===== src/rtl/puf_response_voter.sv =====
// puf_response_voter
//   Runs NUM_READS evaluations of the ring-oscillator PUF with one latched
//   challenge, majority-votes each response bit and hands the voted byte to
//   the consumer over a valid/ack handshake.
// Ports:
//   clk, rst            clock, async active-low reset
//   start, chall_in     request strobe and challenge (taken only in IDLE)
//   puf_chall, puf_en   challenge and oscillator enable to the PUF core
//   puf_response        PUF response bus, sampled on the rising edge of puf_ready
//   puf_ready           PUF ready level
//   key_out, unstable   voted byte and "some bit was not unanimous" flag
//   key_valid, key_ack  consumer handshake
//   busy                high outside IDLE
//   err                 timeout seen; sticky until the next accepted start

// One vote counter per response bit. Majority and split flags are derived
// from the next count so the top can register them on the final read.
module puf_vote_lane #(
  parameter int NUM_READS = 5
) (
  input  logic clk,
  input  logic rst,
  input  logic i_clr,
  input  logic i_inc,
  input  logic i_bit,
  output logic o_maj,
  output logic o_split
);
  logic [3:0] r_vote;
  logic [3:0] w_vote_nxt;

  always_comb begin
    w_vote_nxt = r_vote;
    if (i_clr)               w_vote_nxt = '0;
    else if (i_inc && i_bit) w_vote_nxt = r_vote + 4'd1;
  end

  always_ff @(posedge clk or negedge rst)
    if (!rst) r_vote <= '0;
    else      r_vote <= w_vote_nxt;

  assign o_maj   = (w_vote_nxt > 4'(NUM_READS / 2));
  assign o_split = (w_vote_nxt != 4'd0) && (w_vote_nxt != 4'(NUM_READS));
endmodule

module puf_response_voter #(
  parameter int NUM_READS  = 5,
  parameter int TIMEOUT    = 1023,
  parameter int GAP_CYCLES = 2
) (
  input  logic       clk,
  input  logic       rst,
  input  logic       start,
  input  logic [7:0] chall_in,
  output logic [7:0] puf_chall,
  output logic       puf_en,
  input  logic [7:0] puf_response,
  input  logic       puf_ready,
  output logic [7:0] key_out,
  output logic       key_valid,
  input  logic       key_ack,
  output logic       unstable,
  output logic       busy,
  output logic       err
);
  localparam logic [3:0]  LP_NREADS  = 4'(NUM_READS);
  localparam logic [15:0] LP_TIMEOUT = 16'(TIMEOUT);
  localparam logic [3:0]  LP_GAP_END = 4'(GAP_CYCLES - 1);

  typedef enum logic [2:0] {
    S_IDLE, S_LAUNCH, S_WAIT, S_GAP, S_DONE, S_ERR
  } state_t;

  state_t      r_state, w_next;
  logic        r_rdy_q;
  logic [3:0]  r_read_cnt;
  logic [15:0] r_timer;
  logic [3:0]  r_gap;
  logic [7:0]  r_chall;
  logic [7:0]  r_key;
  logic        r_unst;
  logic        r_kvalid;
  logic        r_err;

  logic        w_rdy_edge, w_clr, w_inc, w_last;
  logic [7:0]  w_maj, w_split;

  // A ready level already high on entry to WAIT is stale: only an edge counts.
  assign w_rdy_edge = puf_ready & ~r_rdy_q;
  assign w_clr      = (r_state == S_IDLE) & start;
  assign w_inc      = (r_state == S_WAIT) & w_rdy_edge;
  assign w_last     = w_inc & ((r_read_cnt + 4'd1) == LP_NREADS);

  for (genvar g = 0; g < 8; g++) begin : g_lane
    puf_vote_lane #(.NUM_READS(NUM_READS)) u_lane (
      .clk     (clk),
      .rst     (rst),
      .i_clr   (w_clr),
      .i_inc   (w_inc),
      .i_bit   (puf_response[g]),
      .o_maj   (w_maj[g]),
      .o_split (w_split[g])
    );
  end

  always_ff @(posedge clk or negedge rst)
    if (!rst) r_state <= S_IDLE;
    else      r_state <= w_next;

  // Ready edge takes priority over the timeout in the same cycle.
  always_comb begin
    w_next = r_state;
    case (r_state)
      S_IDLE:   if (start) w_next = S_LAUNCH;
      S_LAUNCH: w_next = S_WAIT;
      S_WAIT: begin
        if (w_rdy_edge)                w_next = w_last ? S_DONE : S_GAP;
        else if (r_timer == LP_TIMEOUT) w_next = S_ERR;
      end
      S_GAP:    if (r_gap == LP_GAP_END) w_next = S_LAUNCH;
      S_DONE:   if (key_ack) w_next = S_IDLE;
      S_ERR:    w_next = S_IDLE;
      default:  w_next = S_IDLE;
    endcase
  end

  always_ff @(posedge clk or negedge rst) begin
    if (!rst) begin
      r_rdy_q    <= 1'b0;
      r_read_cnt <= '0;
      r_timer    <= '0;
      r_gap      <= '0;
      r_chall    <= '0;
      r_key      <= '0;
      r_unst     <= 1'b0;
      r_kvalid   <= 1'b0;
      r_err      <= 1'b0;
    end else begin
      r_rdy_q <= puf_ready;
      case (r_state)
        S_IDLE: if (start) begin
          r_chall    <= chall_in;
          r_read_cnt <= '0;
          r_err      <= 1'b0;
        end
        S_LAUNCH: r_timer <= '0;
        S_WAIT: begin
          r_timer <= r_timer + 16'd1;
          if (w_rdy_edge) begin
            r_read_cnt <= r_read_cnt + 4'd1;
            r_gap      <= '0;
            if (w_last) begin
              r_key    <= w_maj;
              r_unst   <= |w_split;
              r_kvalid <= 1'b1;
            end
          end else if (r_timer == LP_TIMEOUT) begin
            r_err <= 1'b1;
          end
        end
        S_GAP:  r_gap <= r_gap + 4'd1;
        S_DONE: if (key_ack) r_kvalid <= 1'b0;
        default: ;
      endcase
    end
  end

  // Combinational from state so reset drops the enable immediately.
  assign puf_en    = (r_state == S_LAUNCH) || (r_state == S_WAIT);
  assign busy      = (r_state != S_IDLE);
  assign puf_chall = r_chall;
  assign key_out   = r_key;
  assign unstable  = r_unst;
  assign key_valid = r_kvalid;
  assign err       = r_err;
endmodule


===== config.mk =====
export PLATFORM = sky130hd
export DESIGN_NAME = puf_response_voter
export DESIGN_NICKNAME = d
export VERILOG_FILES = /design/src/rtl/puf_response_voter.sv
export SDC_FILE = /design/constraint.sdc
export NUM_CORES = 1
export LEC_CHECK = 0
export ABC_AREA = 1
export BUFFER_PORTS_ARGS = -buffer_cell sky130_fd_sc_hd__buf_2
export CELL_PAD_IN_SITES_DETAIL_PLACEMENT = 0
export CELL_PAD_IN_SITES_GLOBAL_PLACEMENT = 1
export CORE_MARGIN = 8
export CORE_UTILIZATION = 47
export CTS_CLUSTER_DIAMETER = 150
export DETAILED_ROUTE_END_ITERATION = 6
export PLACE_DENSITY = 0.93
export SLEW_MARGIN = 20
export SYNTH_ARGS = -nofsm -noshare
export SYNTH_HDL_FRONTEND = slang
export SYNTH_SLANG_ARGS = --single-unit

===== constraint.sdc =====
create_clock -name clk -period 3.4 [get_ports clk]
set_input_delay 0.51 -clock clk [delete_from_list [all_inputs] [get_ports clk]]
set_output_delay 0.51 -clock clk [all_outputs]
set_load 0.05 [all_outputs]

After elaboration in Yosys (flattened, before gate mapping)

Index checks and enable logic that the tools add are counted.

Register bits: 79
Input bits: 21
Output and inout port bits: 21

$add $sub $neg: 11
$lt $le $gt $ge: 8
Equal/unequal tests: 23
Multiplexer cells: 37
Bitwise operators: 5
Reductions and logical operators: 39

Operator list:

| kind                                                                            | number |
|---|---|
| 4-bit 2-to-1 mux                                                                | 19 |
| 4-bit by 1-bit adder with 4-bit output, second input constant                   | 10 |
| 4-bit by 2-bit greater-than comparator with 1-bit output, second input constant | 8 |
| 4-bit by 3-bit inequality test with 1-bit output, second input constant         | 8 |
| 16-bit one-hot mux with 2 select lines                                          | 1 |
| 4-bit nonzero test                                                              | 8 |
| 3-bit 2-to-1 mux                                                                | 6 |
| 16-bit by 1-bit adder with 16-bit output, second input constant                 | 1 |
| 16-bit by 10-bit equality test with 1-bit output, second input constant         | 1 |
| 1-bit logical AND                                                               | 16 |
| 4-bit one-hot mux with 2 select lines                                           | 2 |
| 3-bit one-hot mux with 5 select lines                                           | 1 |
| 2-bit inequality test, second input constant                                    | 6 |
| 4-bit AND reduction                                                             | 3 |
| 2-bit nonzero test                                                              | 4 |
| 8-bit OR reduction                                                              | 1 |
| 3-bit by 2-bit equality test with 1-bit output, second input constant           | 2 |
| 1-bit 2-to-1 mux                                                                | 6 |
| 3-bit AND reduction                                                             | 2 |
| 1-bit AND                                                                       | 4 |
| 4-bit by 1-bit equality test with 1-bit output, second input constant           | 1 |
| 4-bit by 3-bit equality test with 1-bit output, second input constant           | 1 |
| 1-bit one-hot mux with 2 select lines                                           | 2 |
| 2-bit AND reduction                                                             | 2 |
| 8 further kinds                                                                 | 8 |

Longest topological paths before layout

Depth after elaboration: 9
Mapped depth: 15

Cells and area by module

From an unflattened synthesis, not the netlist that was laid out.

Cells, all modules: 567
Area total of the unflattened synthesis: 4500.6 µm²

By module, submodules not included:

| module                               | instances | cells each | area each (µm²) |
|---|---|---|---|
| puf_response_voter                   | 1         | 311        | 2442.3 |
| puf_vote_lane (g_lane[1].u_lane ...) | 7         | 32         | 257.7 |
| puf_vote_lane (g_lane[0].u_lane)     | 1         | 32         | 254.0 |

Worst setup path before layout

Ideal clock, no wire load.

Kind: reg-to-reg
From: reg r_state[1]
To: reg r_unst (netlist: unstable)
Data arrival time: 1.968 ns
Path slack: 1.314 ns
Stages on the path, launching flop included: 15
Clock period less this slack: 2.086 ns
Cells stage by stage: dfrtp_1 -> nor2_2 -> nand2_1 -> inv_1 -> nand2_2 -> buf_6 -> buf_2 -> nand3_1 -> nand2_1 -> nor2_1 -> nand2_1 -> nor2_1 -> nand2_1 -> nor2_1 -> nor2_1

Longest elaborated chain between the ends: 8
Elaborated cells on any way between the ends: 55

Ends and longest elaborated chain:

| what                                                                                          | line    | source |
|---|---|---|
| start: declaration                                                                            | 74      | `state_t r_state, w_next;` |
| start signal: assignment                                                                      | 108     | `else r_state <= w_next;` |
| 3-bit by 2-bit equality test with 1-bit output                                                | 91, 140 |  |
| 1-bit AND                                                                                     | 91      | `assign w_inc = (r_state == S_WAIT) & w_rdy_edge;` |
| 1-bit logical AND                                                                             | 35      | `else if (i_inc && i_bit) w_vote_nxt = r_vote + 4'd1;` |
| 4-bit 2-to-1 mux                                                                              | 35      |  |
| 4-bit 2-to-1 mux                                                                              | 34      | `if (i_clr) w_vote_nxt = '0;` |
| 4-bit by 3-bit inequality test with 1-bit output / 4-bit nonzero test (equally long branches) | 43      | `assign o_split = (w_vote_nxt != 4'd0) && (w_vote_nxt != 4'(NUM_READS));` |
| 1-bit logical AND                                                                             | 43      |  |
| 8-bit OR reduction                                                                            | 154     | `r_unst <= \|w_split;` |
| end signal: assignment                                                                        | 154     |  |
| end: declaration                                                                              | 81      | `logic r_unst;` |

Several ways; a longest one is shown, not always the timed one.
A chain may end at the register's enable or synchronous reset.

Final worst setup path

From: reg r_state[0]
To: out puf_en

Longest elaborated chain between the ends: 2
Elaborated cells on any way between the ends: 3

Ends and longest elaborated chain:

| what                                                                                                                    | line | source |
|---|---|---|
| 3-bit by 1-bit equality test with 1-bit output / 3-bit by 2-bit equality test with 1-bit output (equally long branches) | 169  | `assign puf_en = (r_state == S_LAUNCH) \|\| (r_state == S_WAIT);` |
| 1-bit logical OR *                                                                                                      | 169  |  |
| end: declaration                                                                                                        | 56   | `output logic puf_en,` |

Mark *: on every way between the ends. The rest lies on a longest branch, timed or not.

==> key figures <==
Outcome
  • Run status: completed

Worst hold path
  • Worst Hold Class: in2async

Worst setup path
  • Crit-path max FO: 9
  • Slowest cell delay on critical path: 0.44 ns
  • Worst path top cell family by delay: buffers and inverters
  • Critical Path Slowest Stage Cell: dfrtp_1
  • Worst Path Buf+Inv: 3
  • Startpoint Class: register
  • Critical path launch point: r_state[0]$_DFFE_PN0P_
  • Worst EP arrival: 2.11 ns
  • Req. time, crit path: 2.89 ns
  • Crit-path cells: inv_2 > nor3_1 > clkinv_1 > nand2_1 > buf_2
  • CP Class: reg2out
  • Crit end category: output port
  • Crit Reg-Reg Startpoint: r_state[2]$_DFFE_PN0P_

Routing
  • Vias/cell: 5.05
  • Wirelength per Cell: 12.7 um
  • Final WL: 9480 um
  • Drt initial violations: 164
  • Remaining antenna violation count: 0
  • Drt first pass iters: 5
  • DRC violation count after routing: 0
  • Via count: 3769

Placed design
  • I/O Buffers: 41
  • Detailed placement HPWL: 7050 um
  • Placed inst area: 4710 um2
  • Placer congestion estimate: 0.819

Synth
  • Post-synthesis cell area: 4440 um2
  • Post-synthesis area per instance: 7.53 um2
  • Synth Flop Type: dfrtp_1
  • Mapped Cells: 589
  • Number of synthesized flops with an enable pin: 0
  • Register area share after synthesis: 44.5%
  • Mapped Nets: 623
  • Synth area leader: dfrtp_1
  • Largest cells by area after synthesis: dfrtp_1 45%, nand2_1 14%, inv_1 9.1%
  • Post-synth cell types: 34
  • Count leader, synth: nand2_1
  • Warnings, synthesis: 0
  • Yosys top cell area share: 44.5%
  • #FFs+latches synth: 79
  • Synth top cells by count: 170 x nand2_1, 108 x inv_1, 79 x dfrtp_1
  • Ys async rst share: 100%

GRT
  • Gr ovfl total: 0
  • Initial antenna violation count: 0
  • Vias in the first global route: 3781
  • First-pass GRT wire length: 16700 um
  • GRT Overall Usage: 15.8%
  • Largest net degree at the start of global routing: 80

Cells and area
  • Share of cells above drive strength 1: 11.5%
  • Antenna diodes: 0
  • Layout Nets: 665
  • FILL cells: 896
  • Syn-to-layout area delta: 10.9%
  • Design area: 4920 um2
  • Post-layout util: 53.5%

Die
  • Die area: 12800 um2
  • Core area: 9200 um2
  • Die Width: 113 um
  • Num rows: 35
  • IO Pins: 42
  • Initial Utilization: 48.3%
  • Die height: 113 um

Power and ir drop
  • Gate power share: 44.1%
  • Internal power: 2060 uW
  • Sequential share of power: 36.8%
  • Sw frac: 45.9%
  • Peak VDD IR: 394 uV
  • Leak pwr: 0.00283 uW
  • Clock share of power: 19.1%
  • Switch Pwr: 1740 uW
  • Cell Pwr Density: 773 nW/um2

STA
  • Worst Skew: 0.00862 ns
  • Pins Over Slew Limit: 0
  • Fin crit period: 2.62 ns
  • Fin Hold WS: 0.181 ns
  • Unrepaired setup endpoints after global routing: false
  • Final Cycle Share: 77.1%
  • Rel. slew slack: 51.4%
  • F_max: 382 MHz
  • Fin Setup TNS: 0 ns
  • Final hold vios: 0
  • Final setup viols: 0
  • Worst-margin pin slew: 0.728 ns

Clock network
  • Hold-fix buffers, CTS: 0
  • Worst-path clk slew: 0.08 ns
  • CTS buffer count: 9
  • Post-CTS resize count: 0
  • TritonCTS Sinks: 79
  • Root Driver: clkbuf_8
  • Latest clock arrival within the worst-skew pair: 0.35 ns
  • Max Root-Sink Buffers: 2
  • Postcts setup bufs: 0
  • CTS tree: yes
  • Max H-tree Level: 3

Job
  • Maxcap violations: 0
## placed cells by master (no fill, tap or decap), types with 3 or more instances in the layout
master	netlist	final
nand2_1	170	170
inv_1	108	108
dfrtp_1	79	79
nand3_1	66	66
buf_2	5	40
nor2_1	34	34
o21ai_0	31	31
ha_1	13	13
clkbuf_8	0	12
xor2_1	11	11
a21oi_1	10	10
nor3_1	6	6
nand4_1	5	5
o22ai_1	5	5
nor2_2	4	4
xnor2_1	4	4
nand3b_1	4	4
nor2_4	3	3
o2111ai_1	3	3
buf_4	4	3
## flip-flops by register name, summed over array words and instances, names as in the netlist
register,cells
g_lane.u_lane.r_vote,32
r_timer,16
key_out,8
puf_chall,8
r_gap,4
r_read_cnt,4
r_state,3
err,1
key_valid,1
r_rdy_q,1
unstable,1
## path summary, 6_finish.rpt
check	end	slack, ns	cells past startpoint
max in group asynchronous	g_lane[6].u_lane.r_vote[0]$_DFF_PN0_	2.70	1
worst max register to register	unstable$_DFFE_PN0P_	0.92	12
worst max-delay path	puf_en	0.78	5
worst min-delay path	key_valid$_DFFE_PN0P_	0.18	1
worst min register to register	puf_chall[2]$_DFFE_PN0N_	0.48	2
min in group clk	r_rdy_q$_DFF_PN0_	0.28	1
## cells by family (layout without fill, tap and decap cells)
| family | Yosys count | count (layout) | share of synthesized area, % |
|---|---|---|---|
| buffers and inverters | 124 | 171 | 11.6 |
| adders and majority gates | 13 | 13 | 3.67 |
| and+or+nand+nor | 298 | 298 | 29.3 |
| xor gates and xnor gates | 15 | 15 | 2.96 |
| DFF | 79 | 79 | 44.5 |
| AOI/OAI and AO/OA | 60 | 60 | 7.84 |
## routing by layer
layer / part of all wire, % / vias to the layer above / track usage [%]
li1: - / 1937 / -
met2: 50 / 48 / 26.7
met1: 45 / 1777 / 19.3
met3: 4.0 / 7 / 3.57
met5: 0 / - / 0
met4: 1.3 / 0 / 5.60
## power groups by stage
stage                     Clock (uW)  Combinational (uW)  Sequential, uW
final                            727                1680            1400
after CTS                        749                1700            1400
after detailed placement           0                1690            1420
after global routing             781                1910            1440
after global placement             0                1650            1400
after floorplan                    0                1030            1680
## final cells by class
| cell class | instances | area (um2) | area share (%) |
|---|---|---|---|
| Clock buffer | 13 | 169 | 3.43 |
| Clock inverter | 3 | 40.0 | 0.814 |
| Inverter | 111 | 417 | 8.47 |
| Multi-Input combinational cell | 386 | 1940 | 39.5 |
| Sequential cell | 79 | 1980 | 40.2 |
| Tap cell | 111 | 139 | 2.82 |
| Timing Repair Buffer | 44 | 234 | 4.76 |
## stage by stage
step | setup slack (ns) | std cells | total power [uW]
after floorplan | 1.31 | 589 | 2710
after global placement | 0.918 | 731 | 3050
after detailed placement | 0.866 | 731 | 3100
after CTS | 0.718 | 747 | 3850
after global routing | 0.544 | 747 | 4130
final | 0.779 | 747 | 3800
Note: power is estimated with default switching activity, not from simulation.
